`config.mk`:
```
export PLATFORM = sky130hd
export DESIGN_NAME = mobilenet_v1_param_loader_flat
export DESIGN_NICKNAME = d
export VERILOG_FILES = /design/src/rtl/mobilenet_v1_param_pkg.sv /design/src/rtl/mobilenet_v1_param_loader_if.sv /design/src/rtl/mobilenet_v1_param_loader.sv /design/src/flat_wrapper.sv
export SDC_FILE = /design/constraint.sdc
export NUM_CORES = 1
export LEC_CHECK = 0
export BUFFER_PORTS_ARGS = -buffer_cell sky130_fd_sc_hd__buf_4
export CAP_MARGIN = 10
export CORE_MARGIN = 2
export CORE_UTILIZATION = 50
export CTS_BUF_LIST = sky130_fd_sc_hd__clkbuf_4 sky130_fd_sc_hd__clkbuf_8 sky130_fd_sc_hd__clkbuf_16
export DETAILED_ROUTE_END_ITERATION = 16
export PLACE_DENSITY = 0.75
export SLEW_MARGIN = 5
export SYNTH_ARGS = -nofsm -noshare
export SYNTH_HDL_FRONTEND = slang
export SYNTH_SLANG_ARGS = --single-unit
```
`constraint.sdc`:
```
create_clock -name clk -period 3.75 [get_ports clk]
set_input_delay 0.1875 -clock clk [delete_from_list [all_inputs] [get_ports clk]]
set_output_delay 0.1875 -clock clk [all_outputs]
set_load 0.01 [all_outputs]
```
`src/rtl/mobilenet_v1_param_pkg.sv`:
```
// Shared types and constants for the MobileNet v1 parameter loader: record types,
// payload lengths, header length, payload field offsets and the parser state encoding.
package mobilenet_v1_param_pkg;

    typedef enum logic [1:0] {
        PT_CONV1 = 2'd0,
        PT_DW    = 2'd1,
        PT_PW_RQ = 2'd2,
        PT_PW_W  = 2'd3
    } rec_type_e;

    typedef enum logic [2:0] {
        ST_IDLE,
        ST_HDR,
        ST_PAYLOAD,
        ST_CKSUM,
        ST_WRITE,
        ST_DRAIN
    } loader_state_e;

    localparam int HDR_BYTES = 6;
    localparam int LEN_CONV1 = 21;
    localparam int LEN_DW    = 17;
    localparam int LEN_PW_RQ = 12;
    localparam int LEN_PW_W  = 1;

    // Byte offsets of each field inside wr_data, as seen by the RAM readers
    localparam int OFF_C1_W0       = 0;
    localparam int OFF_C1_BIAS_ACC = 9;
    localparam int OFF_C1_MUL      = 13;
    localparam int OFF_C1_BIAS_RQ  = 15;
    localparam int OFF_C1_SHIFT    = 19;
    localparam int OFF_C1_RELU6    = 20;
    localparam int OFF_DW_W0       = 0;
    localparam int OFF_DW_MUL      = 9;
    localparam int OFF_DW_BIAS     = 11;
    localparam int OFF_DW_SHIFT    = 15;
    localparam int OFF_DW_RELU6    = 16;
    localparam int OFF_PW_BIAS_ACC = 0;
    localparam int OFF_PW_MUL      = 4;
    localparam int OFF_PW_BIAS_RQ  = 6;
    localparam int OFF_PW_SHIFT    = 10;
    localparam int OFF_PW_RELU6    = 11;
    localparam int OFF_PWW_WEIGHT  = 0;

    function automatic int payload_len(input rec_type_e t);
        int len;
        len = LEN_PW_W;
        case (t)
            PT_CONV1: len = LEN_CONV1;
            PT_DW:    len = LEN_DW;
            PT_PW_RQ: len = LEN_PW_RQ;
            PT_PW_W:  len = LEN_PW_W;
            default:  len = LEN_PW_W;
        endcase
        return len;
    endfunction

endpackage

```
`src/rtl/mobilenet_v1_param_loader_if.sv`:
```
// Byte-stream input, RAM write port and status of the parameter loader.
// err_cksum exists only when PARAM_LOADER_CKSUM_EN is defined.
interface mobilenet_v1_param_loader_if #(
    parameter int DIM_W     = 16,
    parameter int REC_BYTES = 21,
    parameter int TYPE_W    = 2
);
    logic                   s_valid;
    logic                   s_ready;
    logic [7:0]             s_data;
    logic                   s_last;
    logic                   wr_valid;
    logic                   wr_ready;
    logic [TYPE_W-1:0]      wr_type;
    logic [DIM_W-1:0]       wr_layer;
    logic [DIM_W-1:0]       wr_idx_a;
    logic [DIM_W-1:0]       wr_idx_b;
    logic [REC_BYTES*8-1:0] wr_data;
    logic [15:0]            rec_count;
    logic                   err_bad_type;
    logic                   err_trunc;
`ifdef PARAM_LOADER_CKSUM_EN
    logic                   err_cksum;
`endif

    // Host / RAM side
    modport master (
`ifdef PARAM_LOADER_CKSUM_EN
        input  err_cksum,
`endif
        output s_valid, s_data, s_last, wr_ready,
        input  s_ready, wr_valid, wr_type, wr_layer, wr_idx_a, wr_idx_b, wr_data,
               rec_count, err_bad_type, err_trunc
    );

    // Loader side
    modport slave (
`ifdef PARAM_LOADER_CKSUM_EN
        output err_cksum,
`endif
        input  s_valid, s_data, s_last, wr_ready,
        output s_ready, wr_valid, wr_type, wr_layer, wr_idx_a, wr_idx_b, wr_data,
               rec_count, err_bad_type, err_trunc
    );

endinterface

```
`src/rtl/mobilenet_v1_param_loader.sv`:
```
// Parses a little-endian byte stream into typed parameter records and issues each one on the
// parameter RAM write port. Define PARAM_LOADER_CKSUM_EN to require a trailing XOR checksum byte.
module mobilenet_v1_param_loader
    import mobilenet_v1_param_pkg::*;
#(
    parameter int DIM_W     = 16,
    parameter int REC_BYTES = 21,
    parameter int TYPE_W    = 2
) (
    input logic clk,
    input logic rst_n,
    mobilenet_v1_param_loader_if.slave bus
);

    localparam int CNT_W = $clog2(REC_BYTES + 1);

    loader_state_e          state;
    rec_type_e              rec_type;
    logic [CNT_W-1:0]       cnt;
    logic [47:0]            hdr;
    logic [REC_BYTES*8-1:0] data;
    logic                   s_ready;
    logic                   wr_valid;
    logic [15:0]            rec_count;
    logic                   err_bad_type;
    logic                   err_trunc;
    logic                   xfer;
    logic                   last_pay;

    assign xfer     = bus.s_valid && s_ready;
    assign last_pay = (int'(cnt) == payload_len(rec_type) - 1);

`ifdef PARAM_LOADER_CKSUM_EN
    logic [7:0] xsum;
    logic       err_cksum;

    // Running XOR of every record byte; the type byte restarts it
    always_ff @(posedge clk or negedge rst_n) begin
        if (!rst_n) begin
            xsum <= '0;
        end else if (xfer) begin
            xsum <= (state == ST_IDLE) ? bus.s_data : (xsum ^ bus.s_data);
        end
    end

    assign bus.err_cksum = err_cksum;
`endif

    // Header and payload are assembled in place, so the write fields hold still during WRITE
    always_ff @(posedge clk or negedge rst_n) begin
        if (!rst_n) begin
            state        <= ST_IDLE;
            rec_type     <= PT_CONV1;
            cnt          <= '0;
            hdr          <= '0;
            data         <= '0;
            s_ready      <= 1'b0;
            wr_valid     <= 1'b0;
            rec_count    <= '0;
            err_bad_type <= 1'b0;
            err_trunc    <= 1'b0;
`ifdef PARAM_LOADER_CKSUM_EN
            err_cksum    <= 1'b0;
`endif
        end else begin
            err_bad_type <= 1'b0;
            err_trunc    <= 1'b0;
`ifdef PARAM_LOADER_CKSUM_EN
            err_cksum    <= 1'b0;
`endif
            s_ready      <= 1'b1;
            case (state)
                ST_IDLE: begin
                    if (xfer) begin
                        if (bus.s_data[7:2] != 6'd0) begin
                            err_bad_type <= 1'b1;
                            state        <= bus.s_last ? ST_IDLE : ST_DRAIN;
                        end else if (bus.s_last) begin
                            err_trunc <= 1'b1;
                        end else begin
                            rec_type <= rec_type_e'(bus.s_data[1:0]);
                            cnt      <= '0;
                            hdr      <= '0;
                            data     <= '0;
                            state    <= ST_HDR;
                        end
                    end
                end
                ST_HDR: begin
                    if (xfer) begin
                        hdr[cnt*8 +: 8] <= bus.s_data;
                        if (bus.s_last) begin
                            err_trunc <= 1'b1;
                            state     <= ST_IDLE;
                        end else if (int'(cnt) == HDR_BYTES - 1) begin
                            cnt   <= '0;
                            state <= ST_PAYLOAD;
                        end else begin
                            cnt <= cnt + 1'b1;
                        end
                    end
                end
                ST_PAYLOAD: begin
                    if (xfer) begin
                        data[cnt*8 +: 8] <= bus.s_data;
                        if (last_pay) begin
`ifdef PARAM_LOADER_CKSUM_EN
                            if (bus.s_last) begin
                                err_trunc <= 1'b1;
                                state     <= ST_IDLE;
                            end else begin
                                state <= ST_CKSUM;
                            end
`else
                            wr_valid <= 1'b1;
                            s_ready  <= 1'b0;
                            state    <= ST_WRITE;
`endif
                        end else if (bus.s_last) begin
                            err_trunc <= 1'b1;
                            state     <= ST_IDLE;
                        end else begin
                            cnt <= cnt + 1'b1;
                        end
                    end
                end
                ST_CKSUM: begin
`ifdef PARAM_LOADER_CKSUM_EN
                    if (xfer) begin
                        if (bus.s_data == xsum) begin
                            wr_valid <= 1'b1;
                            s_ready  <= 1'b0;
                            state    <= ST_WRITE;
                        end else begin
                            err_cksum <= 1'b1;
                            state     <= ST_IDLE;
                        end
                    end
`else
                    state <= ST_IDLE;
`endif
                end
                ST_WRITE: begin
                    if (bus.wr_ready) begin
                        wr_valid  <= 1'b0;
                        rec_count <= rec_count + 16'd1;
                        state     <= ST_IDLE;
                    end else begin
                        s_ready <= 1'b0;
                    end
                end
                ST_DRAIN: begin
                    if (xfer && bus.s_last) begin
                        state <= ST_IDLE;
                    end
                end
                default: state <= ST_IDLE;
            endcase
        end
    end

    // Header fields are always two bytes on the wire and are resized to DIM_W here
    assign bus.s_ready      = s_ready;
    assign bus.wr_valid     = wr_valid;
    assign bus.wr_type      = TYPE_W'(rec_type);
    assign bus.wr_layer     = DIM_W'(hdr[15:0]);
    assign bus.wr_idx_a     = DIM_W'(hdr[31:16]);
    assign bus.wr_idx_b     = (rec_type == PT_PW_W) ? DIM_W'(hdr[47:32]) : '0;
    assign bus.wr_data      = data;
    assign bus.rec_count    = rec_count;
    assign bus.err_bad_type = err_bad_type;
    assign bus.err_trunc    = err_trunc;

endmodule
```
`src/flat_wrapper.sv`:
```
// flat-port wrapper written by rule: the top's interface ports become plain ports
module mobilenet_v1_param_loader_flat import mobilenet_v1_param_pkg::*;
#(
    parameter int DIM_W     = 16,
    parameter int REC_BYTES = 21,
    parameter int TYPE_W    = 2
)
  (clk, rst_n, bus_s_valid, bus_s_data, bus_s_last, bus_wr_ready, bus_s_ready, bus_wr_valid, bus_wr_type, bus_wr_layer, bus_wr_idx_a, bus_wr_idx_b, bus_wr_data, bus_rec_count, bus_err_bad_type, bus_err_trunc);
  mobilenet_v1_param_loader_if #(.DIM_W(DIM_W), .REC_BYTES(REC_BYTES), .TYPE_W(TYPE_W)) bus_i ();
  input logic clk;
  input logic rst_n;
  input wire logic [$bits(bus_i.s_valid)-1:0] bus_s_valid;
  input wire logic [$bits(bus_i.s_data)-1:0] bus_s_data;
  input wire logic [$bits(bus_i.s_last)-1:0] bus_s_last;
  input wire logic [$bits(bus_i.wr_ready)-1:0] bus_wr_ready;
  output wire logic [$bits(bus_i.s_ready)-1:0] bus_s_ready;
  output wire logic [$bits(bus_i.wr_valid)-1:0] bus_wr_valid;
  output wire logic [$bits(bus_i.wr_type)-1:0] bus_wr_type;
  output wire logic [$bits(bus_i.wr_layer)-1:0] bus_wr_layer;
  output wire logic [$bits(bus_i.wr_idx_a)-1:0] bus_wr_idx_a;
  output wire logic [$bits(bus_i.wr_idx_b)-1:0] bus_wr_idx_b;
  output wire logic [$bits(bus_i.wr_data)-1:0] bus_wr_data;
  output wire logic [$bits(bus_i.rec_count)-1:0] bus_rec_count;
  output wire logic [$bits(bus_i.err_bad_type)-1:0] bus_err_bad_type;
  output wire logic [$bits(bus_i.err_trunc)-1:0] bus_err_trunc;
  assign bus_i.s_valid = bus_s_valid;
  assign bus_i.s_data = bus_s_data;
  assign bus_i.s_last = bus_s_last;
  assign bus_i.wr_ready = bus_wr_ready;
  assign bus_s_ready = bus_i.s_ready;
  assign bus_wr_valid = bus_i.wr_valid;
  assign bus_wr_type = bus_i.wr_type;
  assign bus_wr_layer = bus_i.wr_layer;
  assign bus_wr_idx_a = bus_i.wr_idx_a;
  assign bus_wr_idx_b = bus_i.wr_idx_b;
  assign bus_wr_data = bus_i.wr_data;
  assign bus_rec_count = bus_i.rec_count;
  assign bus_err_bad_type = bus_i.err_bad_type;
  assign bus_err_trunc = bus_i.err_trunc;
  mobilenet_v1_param_loader #(.DIM_W(DIM_W), .REC_BYTES(REC_BYTES), .TYPE_W(TYPE_W)) u_core (.clk(clk), .rst_n(rst_n), .bus(bus_i));
endmodule
```
* Yosys cells after proc, flatten, opt, wreduce, memory -nomap -nowiden
Cells that the tools add are included.
** Storage, ports and cells
- Flip-flop bits (word level) :: 246
- Latch bits :: 0
- Bits in writable memories :: 0
- Bits in read-only memories :: 0
- Bits of input ports :: 13
- Output and inout bits :: 238
- Logic and storage cells :: 114
- Memories kept :: 0
** Operators by class
- Add/sub/neg operators :: 4
- $mul :: 0
- Divide/modulo/power cells :: 0
- Order comparisons :: 0
- Equality and inequality tests :: 23
- Shift operators :: 4
- Multiplexer cells :: 55
- Bitwise operators :: 2
- Reductions and logical operators :: 16
** Operator list (number)
- $mux W168 :: 4
- $pmux W168 S2 :: 1
- $mux W48 :: 4
- $bwmux W168 :: 1
- $shift A8 B34 Y168 const A :: 1
- $shiftx A8 B34 Y168 :: 1
- $pmux W32 S4 :: 1
- $pmux W48 S2 :: 1
- $bwmux W48 :: 1
- $shift A8 B34 Y48 const A :: 1
- $shiftx A8 B34 Y48 :: 1
- $mux W5 :: 9
- $mux W3 :: 12
- $neg A8 Y34 :: 1
- $eq A6 B32 Y1 :: 1
- $sub A32 B2 Y32 const B :: 1
- $add A16 B1 Y16 const B :: 1
- $mux W16 :: 1
- $mux W1 :: 15
- $pmux W3 S5 :: 1
- $pmux W5 S3 :: 1
- $ne A2 B2 Y1 const B :: 6
- $ne A2 B1 Y1 const B :: 5
- $reduce_and A5 Y1 :: 2
- other kinds (21) :: 31

* Logic depth before layout (Yosys ltp)
Gate-level depths: netlist (run 1).
- Depth after elaboration :: 7
- Mapped depth :: 15
- Gate-level depth less buffers :: 11

* Least setup slack after synthesis (run 1)
No wires, ideal clock.
- Kind :: register to register
- From :: register u_core.cnt[0]
- To :: register u_core.data[48], in the netlist u_core.bus.wr_data[48]
- Library setup time :: 64 ps
- Data arrival time :: 3081 ps
- Data required time :: 3686 ps
- Setup slack :: 605 ps
- Stages on the path, launching flop included :: 15
- Buffers on the path :: 4
- Clock period less this slack :: 3145 ps
- Cells stage by stage :: dfrtp_1 -> buf_4 -> buf_4 -> inv_1 -> ha_1 -> buf_2 -> nor2b_1 -> nand2b_1 -> inv_1 -> ha_1 -> clkbuf_1 -> o21ai_2 -> or4_1 -> nor2_1 -> mux2_2
** Between the ends
- Longest elaborated chain between the ends :: 5
- Elaborated cells on any way between the ends :: 6
- Classes of those cells :: 1 x add/sub; 2 x shift; 3 x mux
** Ends and longest elaborated chain
- start, declared :: RTL line mobilenet_v1_param_loader.sv:19 : logic [CNT_W-1:0] cnt;
- start signal, assigned :: RTL line mobilenet_v1_param_loader.sv:99 : cnt <= cnt + 1'b1;
- start signal, assigned :: RTL line mobilenet_v1_param_loader.sv:123 : cnt <= cnt + 1'b1;
- $neg A8 Y34 (*) :: RTL line mobilenet_v1_param_loader.sv:105 : data[cnt*8 +: 8] <= bus.s_data;
- $shiftx A8 B34 Y168 / $shift A8 B34 Y168 (equally long branches) :: RTL line mobilenet_v1_param_loader.sv:105
- $bwmux W168 (*) :: RTL line mobilenet_v1_param_loader.sv:105
- $mux W168 (*) :: RTL line mobilenet_v1_param_loader.sv:104 : if (xfer) begin
- $pmux W168 S2 (*) :: RTL line mobilenet_v1_param_loader.sv:72 : case (state)
- end signal, assigned by index :: RTL line mobilenet_v1_param_loader.sv:105
- end, declared :: RTL line mobilenet_v1_param_loader.sv:21 : logic [REC_BYTES*8-1:0] data;
Mark *: on every way between the ends. The rest lies on a longest branch, timed or not. The select of a mux whose other input is x is not followed.
A chain may end at the register's enable or synchronous reset.

* Worst setup path after layout (run 1)
- From :: register u_core.cnt[0]
- To :: register u_core.data[69], in the netlist u_core.bus.wr_data[69]
The elaborated chain is that of the path after synthesis.

==> results by stage, run 1 <==
Synthesis:
- The number of nets produced by synthesis is 945.
- The fraction of the yosys area taken by sequential cells is 55.89%.
- The synthesized design contains 0 enable-type register cells.
- The most instantiated flip-flop cell in the synthesis netlist is dfrtp_1.
- The cell taking the most area after synthesis is dfrtp_1.
- The cell area after technology mapping is 11010 um^2.
- The async set or reset register ratio after synthesis is 100.0%.
- The count of yosys warnings during synthesis is 0.
- Counting flops and latches in the post-synthesis netlist gives 246.
- The area share of the largest cell type after synthesis is 55.89%.
- Yosys attributes the largest share of cell area to dfrtp_1 (56%), o2bb2ai_1 (8.0%), a32o_1 (5.5%).
- The synthesized netlist contains 69 unique library cells.
- A synthesized cell averages 11.92 um^2.
- In the synthesized netlist, the number of instances is 924.

STA:
- The slew at the pin closest to its max-slew limit is 1.233 ns.
- Between clock sinks in the finished design, the worst skew comes to 0.007113 ns.
- The setup TNS is 0 ns.
- The worst path setup slack after routing is 0.6355 ns.
- The number of hold violations in the final report was 0.
- The count of endpoints failing setup in the final report is 0.
- Setup repair after global routing left no endpoint under its margin.
- Timing would allow up to 0.3211 GHz.
- For the finished layout, the period the worst path requires is 3.114 ns.
- The post-route fraction of the period consumed by the critical path is 83.05%.
- The number of max-slew violations in the final report came to 0.
- Headroom to the max-slew limit came out at 17.47%.

Worst setup path:
- Together, buffers and inverters on the worst path number 2.
- Walking the worst path, the cells encountered are inv_1 > ha_1 > nor2b_1 > nand2b_1 > inv_1 > ha_1 > nor2b_1 > nand2_1 > nor3_1 > o21ai_4 > a22o_1.
- The type of the setup path with the least slack is reg2reg.
- The slowest stage of the critical path is the nor2b_1 cell.
- Along the worst path, the maximum fanout reaches 13.
- For the worst setup path, the data required time is 4.16 ns.
- The highest cell delay on the worst timing path is 0.43 ns.
- The worst setup path startpoint is u_core.cnt[0]$_DFFE_PN0P_.
- STA classifies the critical path startpoint as a register.
- The family with the most delay on the worst path is simple AND/OR/NAND/NOR gates.
- The signal arrival time at the worst endpoint is 3.53 ns.
- The kind of capture point of the worst setup path is a register.
- In this run the critical register-to-register path is launched from u_core.cnt[0]$_DFFE_PN0P_.

Cells and area:
- The total of fill cells in the finished design is 1761.
- The area overhead of the layout relative to synthesis is 24.67%.
- The ratio of cells with drive above 1 in the final layout is 31.47%.
- The final non-filler cell total is 1427.
- After the last flow step, the layout net total stands at 1151.
- The number of antenna diodes in the final layout is 0.

Pwr:
- The net switching component of the power is 3.098 mW.
- The internal power of the cells totals 5.113 mW.
- The peak ir drop on the vdd network is 0.3630 mV.
- The fraction of power consumed by combinational cells is 32.9%.
- Dividing total power by cell area gives a power density of 598.0 nW/um^2.
- The proportion of power drawn by flip-flops and latches is 36.3%.
- In this run the static leakage power is 6.466 nW.
- The portion of total power attributed to the clock network is 30.7%.
- The fraction of power spent switching nets is 37.73%.
- After layout, the design draws a total of 8.211 mW.

Drt:
- The total wirelength of the detailed-routed design is 32.76 mm.
- The pre-antenna-repair detailed-routing pass consisted of 6 iterations.
- The violation count after the first detailed-routing iteration is 761.
- The routed layout has 8925 vias.
- For this run, design rule violations remaining after detail routing come to 0.
- The detail route stage leaves a number of antenna-violating nets equal to 0.
- Dividing the detail-routed wire length by the instance count gives 22.96 um.
- The via density per instance is 6.254.

Floorplanning:
- The chip height is 152.4 um.
- The I/O pin total is 251.
- After floorplanning, the core was divided into 54 placement rows.
- The width of the die is 152.4 um.
- The initial utilization of the core area, before any placement, comes to 50.63%.
- The floorplan step defined a die boundary enclosing 23230 um^2.
- The floorplan step defined a core boundary enclosing 21760 um^2.

Placed design:
- The placed cell count is 1380.
- The count of buffers added on input and output ports is 250.
- Routability-driven placement finished with a final weighted congestion of 0.9745.
- Before CTS, the worst setup slack after placement is 0.7715 ns.
- The detailed placement HPWL is 22.11 mm.

Clocking:
- The clock-pin slew of the registers on the worst-case setup and hold paths is 0.06 ns.
- The maximum count of clock buffers along a single path is 3.
- The number of gates resized after cts is 0.
- For the worst-skew pair, the clock arrives at the later sink with an insertion delay of 0.52 ns.
- The TritonCTS clock tree is done.
- The number of buffers added by the clock tree synthesis step is 26.
- The number of H-tree levels is 1.
- The tree is rooted in a clkbuf_16.
- The clock drives 246 sinks.

Run:
- The tool flagged a number of max-cap violations equal to 0.

Global routing:
- The first global-routing pass estimated 51.32 mm of wire.
- The via count of the first global-routing pass was 8774.
- Entering global routing, the biggest net connects 110 pins.
- The initial antenna violation count was 0.
- The total routing usage reported by global routing is 27.39%.
- The total grt overflow is 0.

Hold path:
- The start point of the worst min-delay path is bus_s_data[3].
- The tightest min-delay check is of the in2reg type.

Outcome:
- The run finished with clean final reports.
cells by family after synthesis:
| group | count (synthesis) | share of synthesized area [%] |
|---|---|---|
| fa+ha+maj | 8 | 0.9088 |
| xor+xnor | 18 | 1.431 |
| flops | 246 | 55.89 |
| mux | 9 | 0.9088 |
| simple gates | 253 | 12.88 |
| compound gates | 290 | 22.89 |
| buf+inv | 100 | 5.089 |
routing by layer:
layer	routed length, um	global-route usage [%]	up-vias
li1	-	-	3911
met1	13790	38.77	4525
met2	15280	42.64	418
met3	2661	5.660	71
met4	1028	9.259	0
met5	0	0	-
tightest hold or removal path: stages:
cell and delay [ns]:
buf_4 0.21, nand2_1 0.09, o2bb2ai_1 0.05
layout by cell type (no fill, tap or decap), types with 5 or more instances in the layout:
cell type,netlist,final
o21ai_4,7,7
nor2_1,40,40
xnor2_1,12,12
clkbuf_8,0,7
ha_1,8,8
a32o_1,60,60
o21ai_2,10,10
inv_1,12,12
nand3_1,19,19
nor3_1,19,19
nand4_1,6,6
o21ai_0,18,18
a21oi_1,6,6
buf_4,39,261
a22o_1,47,47
nor2b_1,7,7
nand2_1,71,71
nor3b_1,6,6
o2bb2ai_1,100,100
nand3b_1,5,5
mux2_2,8,8
o21a_1,5,5
nand2b_1,5,5
dfrtp_1,246,246
nor4_1,6,6
o21ai_1,9,9
clkbuf_4,0,6
and3_1,20,20
clkbuf_16,0,27
and4_1,5,5
and2_1,6,6
xor2_1,6,6
cells in the mapped netlist, types with 4 or more instances:
| master | instances |
|---|---|
| nand3b_1 | 5 |
| a32o_1 | 60 |
| o21ai_1 | 9 |
| nor2_1 | 40 |
| xor2_1 | 6 |
| o21ai_0 | 18 |
| nor3_1 | 19 |
| o2bb2ai_1 | 100 |
| buf_1 | 4 |
| xnor2_1 | 12 |
| a211oi_1 | 4 |
| and2_1 | 6 |
| nor2b_1 | 7 |
| mux2_2 | 8 |
| ha_1 | 8 |
| nand4_1 | 6 |
| o21ai_2 | 10 |
| nand3_1 | 19 |
| o21a_1 | 5 |
| and3_1 | 20 |
| o21ai_4 | 7 |
| buf_4 | 39 |
| nor4_1 | 6 |
| a22o_1 | 47 |
| nor3b_1 | 6 |
| nand2b_1 | 5 |
| a21oi_1 | 6 |
| nand2_1 | 71 |
| buf_2 | 12 |
| clkbuf_1 | 31 |
| inv_1 | 12 |
| dfrtp_1 | 246 |
| and4_1 | 5 |
| nand2_2 | 4 |
metrics by stage:
| step | hold WS (ns) | utilization [%] | cell area, um^2 |
|---|---|---|---|
| 2_1_floorplan | -0.1081 | - | 11010 |
| 3_3_place_gp | 0.3195 | 59.13 | 12860 |
| 3_5_place_dp | 0.3219 | 59.13 | 12860 |
| 4_1_cts | 0.05022 | 63.12 | 13730 |
| 5_1_grt | 0.08120 | 63.12 | 13730 |
| 6_report | 0.07171 | 63.12 | 13730 |
path summary, 6_finish.rpt:
check | endpoint | slack (ns) | cells past startpoint
hold / removal | u_core.bus.wr_data[3]$_DFFE_PN0P_ | 0.07 | 3
setup / recovery | u_core.bus.wr_data[69]$_DFFE_PN0P_ | 0.64 | 11
setup reg to reg | u_core.bus.wr_data[69]$_DFFE_PN0P_ | 0.64 | 11
hold reg to reg | u_core.bus.rec_count[15]$_DFFE_PN0P_ | 0.47 | 1
max in group asynchronous | u_core.hdr[35]$_DFFE_PN0P_ | 2.54 | 3
min in group asynchronous | u_core.bus.wr_data[36]$_DFFE_PN0P_ | 0.32 | 2
power groups by stage:
stage	combinational, mW	clock, mW	sequential (mW)
finish	2.70	2.52	2.98
global route	2.88	2.65	3.01
CTS	2.63	2.56	2.98
detailed placement	2.61	0	3.03
global placement	2.60	0	3.02
floorplan	1.82	0	3.01
registers in the layout, summed over array words and instances (netlist names):
| register | cells |
|---|---|
| u_core.bus.wr_valid | 1 |
| u_core.state | 3 |
| u_core.bus.err_bad_type | 1 |
| u_core.bus.rec_count | 16 |
| u_core.bus.err_trunc | 1 |
| u_core.bus.wr_type | 2 |
| u_core.bus.wr_data | 168 |
| u_core.hdr | 48 |
| u_core.cnt | 5 |
| u_core.bus.s_ready | 1 |
timing repair:
item	CTS	global route
hold buffers	2	0
hold endpoints to repair	109	0
buffers inserted	0	0
setup endpoints to repair	0	0
area by class of cell:
class / count / area [um^2] / area share, %
well taps: 280 / 350.3 / 2.551
inverters: 12 / 45.04 / 0.3280
multi-input cells: 578 / 4298 / 31.30
repair buffers: 266 / 2034 / 14.82
clock buffers: 40 / 817.0 / 5.950
clock inverters: 5 / 31.28 / 0.2278
flip-flops and latches: 246 / 6156 / 44.83
(Power assumes the default switching activity.)
==> run 2, diff against run 1 <==
ABC_AREA = 1   (was not set)
PLACE_DENSITY = 0.74   (was 0.75)
clock period = 3.11 ns   (was 3.75 ns; I/O delays follow)
==> results by stage, run 2 <==
Cells and area:
- The register with the most flip-flops in the layout has 168 of them.
- Relative to the synthesized area, the layout overhead comes to 24.48%.
- The net count of the finished layout is 1804.
- After filler insertion, the fill cell instance count of the layout stands at 2055.
- Leaving out filler cells and counting taps, the final layout contains 2122.
- 0 antenna diodes ended up in the layout.
- Cells fill 63.89% of the core in the end.
- The ratio of cells with drive above 1 in the final layout is 20.52%.
- The top cell types in the final layout, fill and taps aside, are nand2_1 (596), buf_4 (263), dfrtp_1 (246).
- The leading cell type in the layout, fill and taps excluded is nand2_1.

Clocking:
- In this run the deepest clock path goes through 3 buffers.
- The later-pin clock latency in the skew report is 0.54 ns.
- The number of clock buffers added by TritonCTS is 27.
- In this run the number of H-tree levels came out at 1.
- CTS saw 246 sinks.
- The TritonCTS clock tree is done.
- The number of setup buffers added after CTS is 0.
- The clock-pin slew of the registers on the worst-case setup and hold paths is 0.07 ns.
- In this run the clock root is driven by a clkbuf_16.

STA:
- After layout, the worst path uses 92.32% of the clock period.
- The number of hold violations in the final report is 0.
- In this run the tightest slew margin relative to its limit is 40.58%.
- The smallest clock period supported by the final layout is computed as 2.871 ns.
- The worst clock skew on the final layout is 0.01797 ns.
- The slew at the pin closest to its max-slew limit is 0.8903 ns.
- The fmax is 0.3483 GHz.
- The number of max-slew violations in the final report was 0.
- Final hold analysis gives a worst-case slack of 0.02291 ns.
- Setup repair after global routing left no endpoint under its margin.
- The setup TNS is 0 ns.
- Setup violations remaining at the end of the flow were counted as 0.

Worst setup path:
- Among all stages on the critical path, the largest delay is contributed by dfrtp_1.
- Traced cell by cell, the critical path runs through inv_1 > ha_1 > nand2_1 > nor2_1 > ha_2 > nand2_1 > nor2_2 > inv_2 > o21ai_1 > nand2_1 > nand2_1 > nand2_1.
- On the worst path, the slowest cell contributes a delay of 0.52 ns.
- The worst setup path is launched from a register.
- The signal arrival time at the worst endpoint is 3.30 ns.
- The required time of the critical path is 3.54 ns.
- The cell that appears most often on the critical path is nand2_1.
- In this run the worst path has a maximum fanout of 9.
- Together, buffers and inverters on the worst path number 2.
- On the critical path the largest part of the delay comes from simple AND/OR/NAND/NOR gates.
- The worst setup path is captured at a register.
- The type of the setup path with the least slack is reg2reg.
- Setup slack on the worst reg-to-reg path comes out at 0.24 ns.

Global routing:
- The fraction of met3 tracks used by global routing is 4.468%.
- In the global route stage, overall resource usage came out at 28.25%.
- The initial antenna violation count is 0.
- For this run the aggregate overflow at the end of global routing stands at 0.
- Global routing consumed, on the met2 layer, 44.41% of the routing resources.
- The global-route layer with the greatest usage is met2.
- The maximum number of pins on one net before global-route repair is 119.
- The via count of the first global-routing pass is 10.84k.
- The global-route wire length before repair is 58.33 mm.
- Global routing consumed, on the met1 layer, 39.95% of the routing resources.

Pwr:
- Power comes to 10.66 mW.
- For this design the static power due to leakage is 8.307 nW.
- The power density over cell area is 706.7 nW/um^2.
- The peak ir drop on the vdd network is 0.3915 mV.

Placed design:
- The count of port buffers added during placement is 250.
- The wire-length estimate of the detail-placed layout is 26.52 mm.
- The routability congestion estimate from global placement is 0.9647.
- The placed cell count is 2062.

Synthesis:
- The most instantiated flip-flop cell in the synthesis netlist is dfrtp_1.
- The share of the Yosys chip area taken by registers is 50.79%.
- Yosys mapped a number of flops with a built-in enable equal to 0.
- Of all flip-flops after synthesis, the portion carrying an async set or reset was 100.0%.
- The post-synthesis sequential element count is 246.
- The count of yosys warnings during synthesis is 0.
- The area share of the largest cell type after synthesis is 50.79%.
- The library cell with the highest instance count after synthesis is nand2_1.
- Summing every instance area after synthesis gives 12120 um^2.
- The number of nets handed over by synthesis was 1577.
- The biggest area contributor in the post-synthesis netlist is dfrtp_1.
- Ranked by total cell area, the synthesized netlist is headed by dfrtp_1 (51%), nand2_1 (18%), nand3_1 (5.9%).
- The number of distinct library cell variants in the gate-level netlist after synthesis is 34.
- By count the netlist is led by nand2_1 (596), dfrtp_1 (246), nand3_1 (143).
- Counting every instance in the synthesized netlist gives 1556.
- The post-synthesis average cell area is 7.789 um^2.

Floorplanning:
- In this run the core area contains 56 standard-cell rows.
- The I/O pin total is 251.
- The initial cell density of the core is 51.32%.
- The width of the die is 159.7 um.
- After floorplanning, the core was sized to cover 23610 um^2.
- The die is 159.7 um tall.
- The overall die area is 25500 um^2.

Drt:
- After detailed routing, the number of vias per cell comes to 5.355.
- The detailed-route via count is 11.36k.
- In the final routed layout, each cell accounts on average for 17.25 um.
- The number of design rule violations left after detail routing is 0.
- Once detail routing completed, the nets flagged for antenna violations numbered 0.
- The violation count after the first detailed-routing iteration is 1021.
- The total wirelength of the detailed-routed design is 36.60 mm.
- The pre-antenna-repair detailed-routing pass consisted of 6 iterations.

Run:
- Max-cap violations in this run came to 0.

Hold path:
- The path type of the worst min-delay path is in2async.

Outcome:
- The flow ran to the end, and the final reports show no timing, DRC or antenna violations.
## run 2: cell count changes after synthesis, moves of 52 or more
cell       before  now
nand2_1        71  596
a32o_1         60    0
nor2_1         40  135
o2bb2ai_1     100    0
nand3_1        19  143
nand4_1         6   58
inv_1          12  117
## run 2: final timing paths
path | end | cells past startpoint | startpoint
max | u_core.bus.wr_data[87]$_DFFE_PN0P_ | 12 | u_core.cnt[1]$_DFFE_PN0P_
min | u_core.bus.wr_data[62]$_DFFE_PN0P_ | 2 | rst_n
max reg2reg | u_core.bus.wr_data[87]$_DFFE_PN0P_ | 12 | u_core.cnt[1]$_DFFE_PN0P_
min reg2reg | u_core.hdr[36]$_DFFE_PN0P_ | 2 | u_core.hdr[36]$_DFFE_PN0P_
max in group asynchronous | u_core.bus.wr_data[48]$_DFFE_PN0P_ | 3 | rst_n
min in group clk | u_core.bus.wr_valid$_DFFE_PN0P_ | 4 | bus_wr_ready
## run 2: power by group
part           total [mW]  switching [mW]  leakage [nW]  internal, mW
combinational        3.83            2.88          4.44         0.950
sequential           3.62           0.207          3.41          3.42
clock                3.21            1.31         0.455          1.90
total                10.7            4.39          8.31          6.27
## run 2: layout make-up
class,instances,area (um^2),area share [%]
clock buffers,39,815.8,5.408
clock inverters,10,85.08,0.5640
inverters,125,471.7,3.127
multi-input cells,1106,5019,33.27
flip-flops and latches,246,6156,40.81
well taps,319,399.1,2.646
repair buffers,277,2140,14.18
## run 2: layer usage
metal,part of all wire (%),up-vias
li1,-,5360
met3,8.7,96
met5,0,-
met4,3.5,0
met1,42,5379
met2,46,528
## run 2: cell families after synthesis
| logic type | after synthesis | share of synthesized area, % |
|---|---|---|
| and+or+nand+nor | 1005 | 35.89 |
| DFF | 246 | 50.79 |
| buffers and inverters | 204 | 7.888 |
| AOI/OAI and AO/OA | 74 | 3.231 |
| xor gates and xnor gates | 19 | 1.373 |
| adders and majority gates | 8 | 0.8260 |
## run 2: stage by stage
stage               worst slack (ns)  instance area (um^2)
detailed placement            0.2621                 14070
global placement              0.3679                 14070
finish                        0.2388                 15090
floorplan                     0.3521                 12120
global route                 0.07218                 15090
CTS                           0.2502                 15080
## run 2: repair_timing
action	CTS	global route
endpoints found under the hold margin	259	0
setup endpoints to repair	0	4
hold buffers	11	0
resized for setup	0	1
==> run 3, diff against run 2 <==
RECOVER_POWER = 50   (was not set)
==> results by stage, run 3 (synthesis gave the netlist of run 2 again) <==
Clocking:
- The root buffer cell is clkbuf_16.
- Clock-pin slew was measured on the worst setup and hold paths at 0.07 ns.
- TritonCTS built the clock tree.
- The total number of clock tree sinks is 246.
- The number of buffers added by the clock tree synthesis step is 27.
- The later-pin clock latency in the skew report is 0.54 ns.
- In this run the deepest clock path goes through 3 buffers.
- CTS built an H-tree with a depth of 1.

STA:
- For the pin with the worst max-slew slack, the measured transition is 1.589 ns.
- Counting I/O delays and the setup requirement, the final critical path takes 2.851 ns.
- Hold is met by 0.02938 ns.
- The number of hold violations in the final report is 0.
- The setup TNS is 0 ns.
- The worst clock skew on the final layout is 0.01424 ns.
- Setup repair after global routing left no endpoint under its margin.
- Setup violations remaining at the end of the flow were counted as 0.
- The normalized max-slew margin is -5.950%.
- Static timing analysis puts the maximum clock frequency at 0.3508 GHz.
- The worst path uses 91.67% of the clock period.
- The number of max-slew violations in the final report is 233.

Global routing:
- The initial antenna violation count was 0.
- The global-route wire length before repair is 58.33 mm.
- Global routing used 28.25% of the available tracks.
- The via count of the first global-routing pass is 10.84k.
- Entering global routing, the biggest net connects 119 pins.
- The total grt overflow is 0.

Cells and area:
- After the last flow step, the layout net total stands at 1804.
- The area overhead of the layout relative to synthesis is 20.52%.
- 0 antenna diodes ended up in the layout.
- The register with the most flip-flops in the layout has 168 of them.
- The ratio of cells with drive above 1 in the final layout is 13.87%.
- The library cell used most frequently in the layout, excluding fill and tap cells, is nand2_1.
- The library cells used most frequently in the layout, excluding fill and tap cells, are nand2_1 (596), dfrtp_1 (246), buf_4 (145).
- The final non-filler cell total is 2122.

Run:
- The tool flagged a number of max-cap violations equal to 2.

Floorplanning:
- The width of the die is 159.7 um.
- The overall die area is 25500 um^2.
- The chip height is 159.7 um.
- Once the floorplan was initialized, standard cells occupied 51.32% of the core.
- In this run the standard cell core region covers 23610 um^2.
- The row count is 56.
- The I/O pin total is 251.

Hold path:
- The endpoint of the worst hold path is u_core.bus.wr_valid$_DFFE_PN0P_.
- The start point of the worst min-delay path is bus_wr_ready.
- The path type of the worst min-delay path is in2reg.
- Counting instances, the worst hold path has a depth of 4.

Pwr:
- The cell internal power dissipation is 6.210 mW.
- The completed layout was analyzed and its total power is 10.58 mW.
- The power density over cell area is 724.2 nW/um^2.
- The portion of total power attributed to the clock network is 30.2%.
- The proportion of power drawn by flip-flops and latches is 34.3%.
- Summed over all nets, the switching power comes to 4.368 mW.
- The leakage dissipation is 7.790 nW.
- In this run switching power makes up 41.29% of total power.
- The share of total power dissipated in combinational logic is 35.5%.
- Across the VDD grid, the largest voltage drop is 0.3909 mV.

Drt:
- After detailed routing, the number of remaining DRC violations is 0.
- For this block, the initial DRC count from the detailed router was 1048.
- The via density per instance is 5.401.
- The total wirelength of the detailed-routed design is 36.67 mm.
- The first-pass iteration count of the detailed router is 5.
- The average wire per cell in the routed design is 17.28 um.
- The detailed-route via count is 11.46k.
- In this run the remaining antenna-violating nets after routing total 0.

Placed design:
- Port buffering added 250 buffers.
- The detailed placement HPWL is 26.52 mm.
- The placed cell count is 2062.
- The routability congestion estimate from global placement is 0.9647.

Outcome:
- The final reports fail on max-capacitance violations, max-slew violations.
- The run finished, with violations left.

Worst setup path:
- Data on the critical path is required at its endpoint by 3.53 ns.
- The cell count of the worst reg-to-reg path is 12.
- The worst setup path is launched from a register.
- In this run the critical register-to-register path is launched from u_core.cnt[1]$_DFFE_PN0P_.
- The worst register-to-register path ends at u_core.bus.wr_data[87]$_DFFE_PN0P_.
- The worst setup path is captured at a register.
- The worst setup slack for register-to-register paths is 0.26 ns.
- The signal arrival time at the worst endpoint is 3.27 ns.
- Of all nets on the critical path, the largest fanout is 9.
- The setup path with the least slack is of type reg2reg.
## run 3: worst max-delay path by stage
stage	from	endpoint	slack (ns)	depth (start not counted)
CTS	u_core.cnt[1]$_DFFE_PN0P_	u_core.bus.wr_data[87]$_DFFE_PN0P_	0.25	12
floorplan	u_core.cnt[0]$_DFFE_PN0P_	u_core.bus.wr_data[144]$_DFFE_PN0P_	0.35	14
global route	u_core.cnt[1]$_DFFE_PN0P_	u_core.bus.wr_data[87]$_DFFE_PN0P_	0.07	12
detailed placement	u_core.cnt[1]$_DFFE_PN0P_	u_core.bus.wr_data[87]$_DFFE_PN0P_	0.26	12
finish	u_core.cnt[1]$_DFFE_PN0P_	u_core.bus.wr_data[87]$_DFFE_PN0P_	0.26	12
global placement	u_core.cnt[1]$_DFFE_PN0P_	u_core.bus.wr_data[86]$_DFFE_PN0P_	0.37	12
## run 3: final cells by class
type	instances	area, um^2
Sequential cell	246	6156
Tap cell	319	399.1
Clock inverter	10	85.08
Fill cell	2165	9006
Clock buffer	39	815.8
Timing Repair Buffer	277	1660
Multi-Input combinational cell	1106	5019
Inverter	125	471.7
## run 3: repair_timing
item                                   4_1_cts  5_1_grt
endpoints found under the hold margin      259        0
gates resized for setup                      0        1
hold buffers                                11        0
setup endpoints to repair                    0        4
setup buffers                                0        0
## run 3: power by group through the flow
stage	clock [mW]	combinational [mW]	sequential, mW
2_1_floorplan	0	2.50	3.68
6_report	3.20	3.76	3.62
5_1_grt	3.36	4.11	3.65
4_1_cts	3.23	3.75	3.62
3_3_place_gp	0	3.67	3.67
3_5_place_dp	0	3.72	3.68
## run 3: layer usage
layer / vias up / share of wire (%) / track usage (%)
li1: 5356 / - / -
met1: 5435 / 42 / 39.95
met2: 577 / 45 / 44.41
met3: 93 / 8.9 / 4.468
met4: 0 / 3.6 / 10.08
met5: - / 0 / 0
## run 3: through the flow
step / instance area, um^2 / util [%] / setup slack, ns
2_1_floorplan: 12120 / - / 0.3521
3_3_place_gp: 14070 / 59.60 / 0.3679
3_5_place_dp: 14070 / 59.60 / 0.2621
4_1_cts: 15080 / 63.88 / 0.2502
5_1_grt: 14610 / 61.86 / 0.07218
6_report: 14610 / 61.86 / 0.2590
## run 3: worst max-delay path, stage by stage (launching register included)
cell and delay (ns):
dfrtp_1 0.52, inv_1 0.11, ha_1 0.23, nand2_1 0.10
nor2_1 0.06, ha_2 0.46, nand2_1 0.16, nor2_2 0.34
inv_2 0.13, o21ai_1 0.22, nand2_1 0.23, nand2_1 0.13
nand2_1 0.07
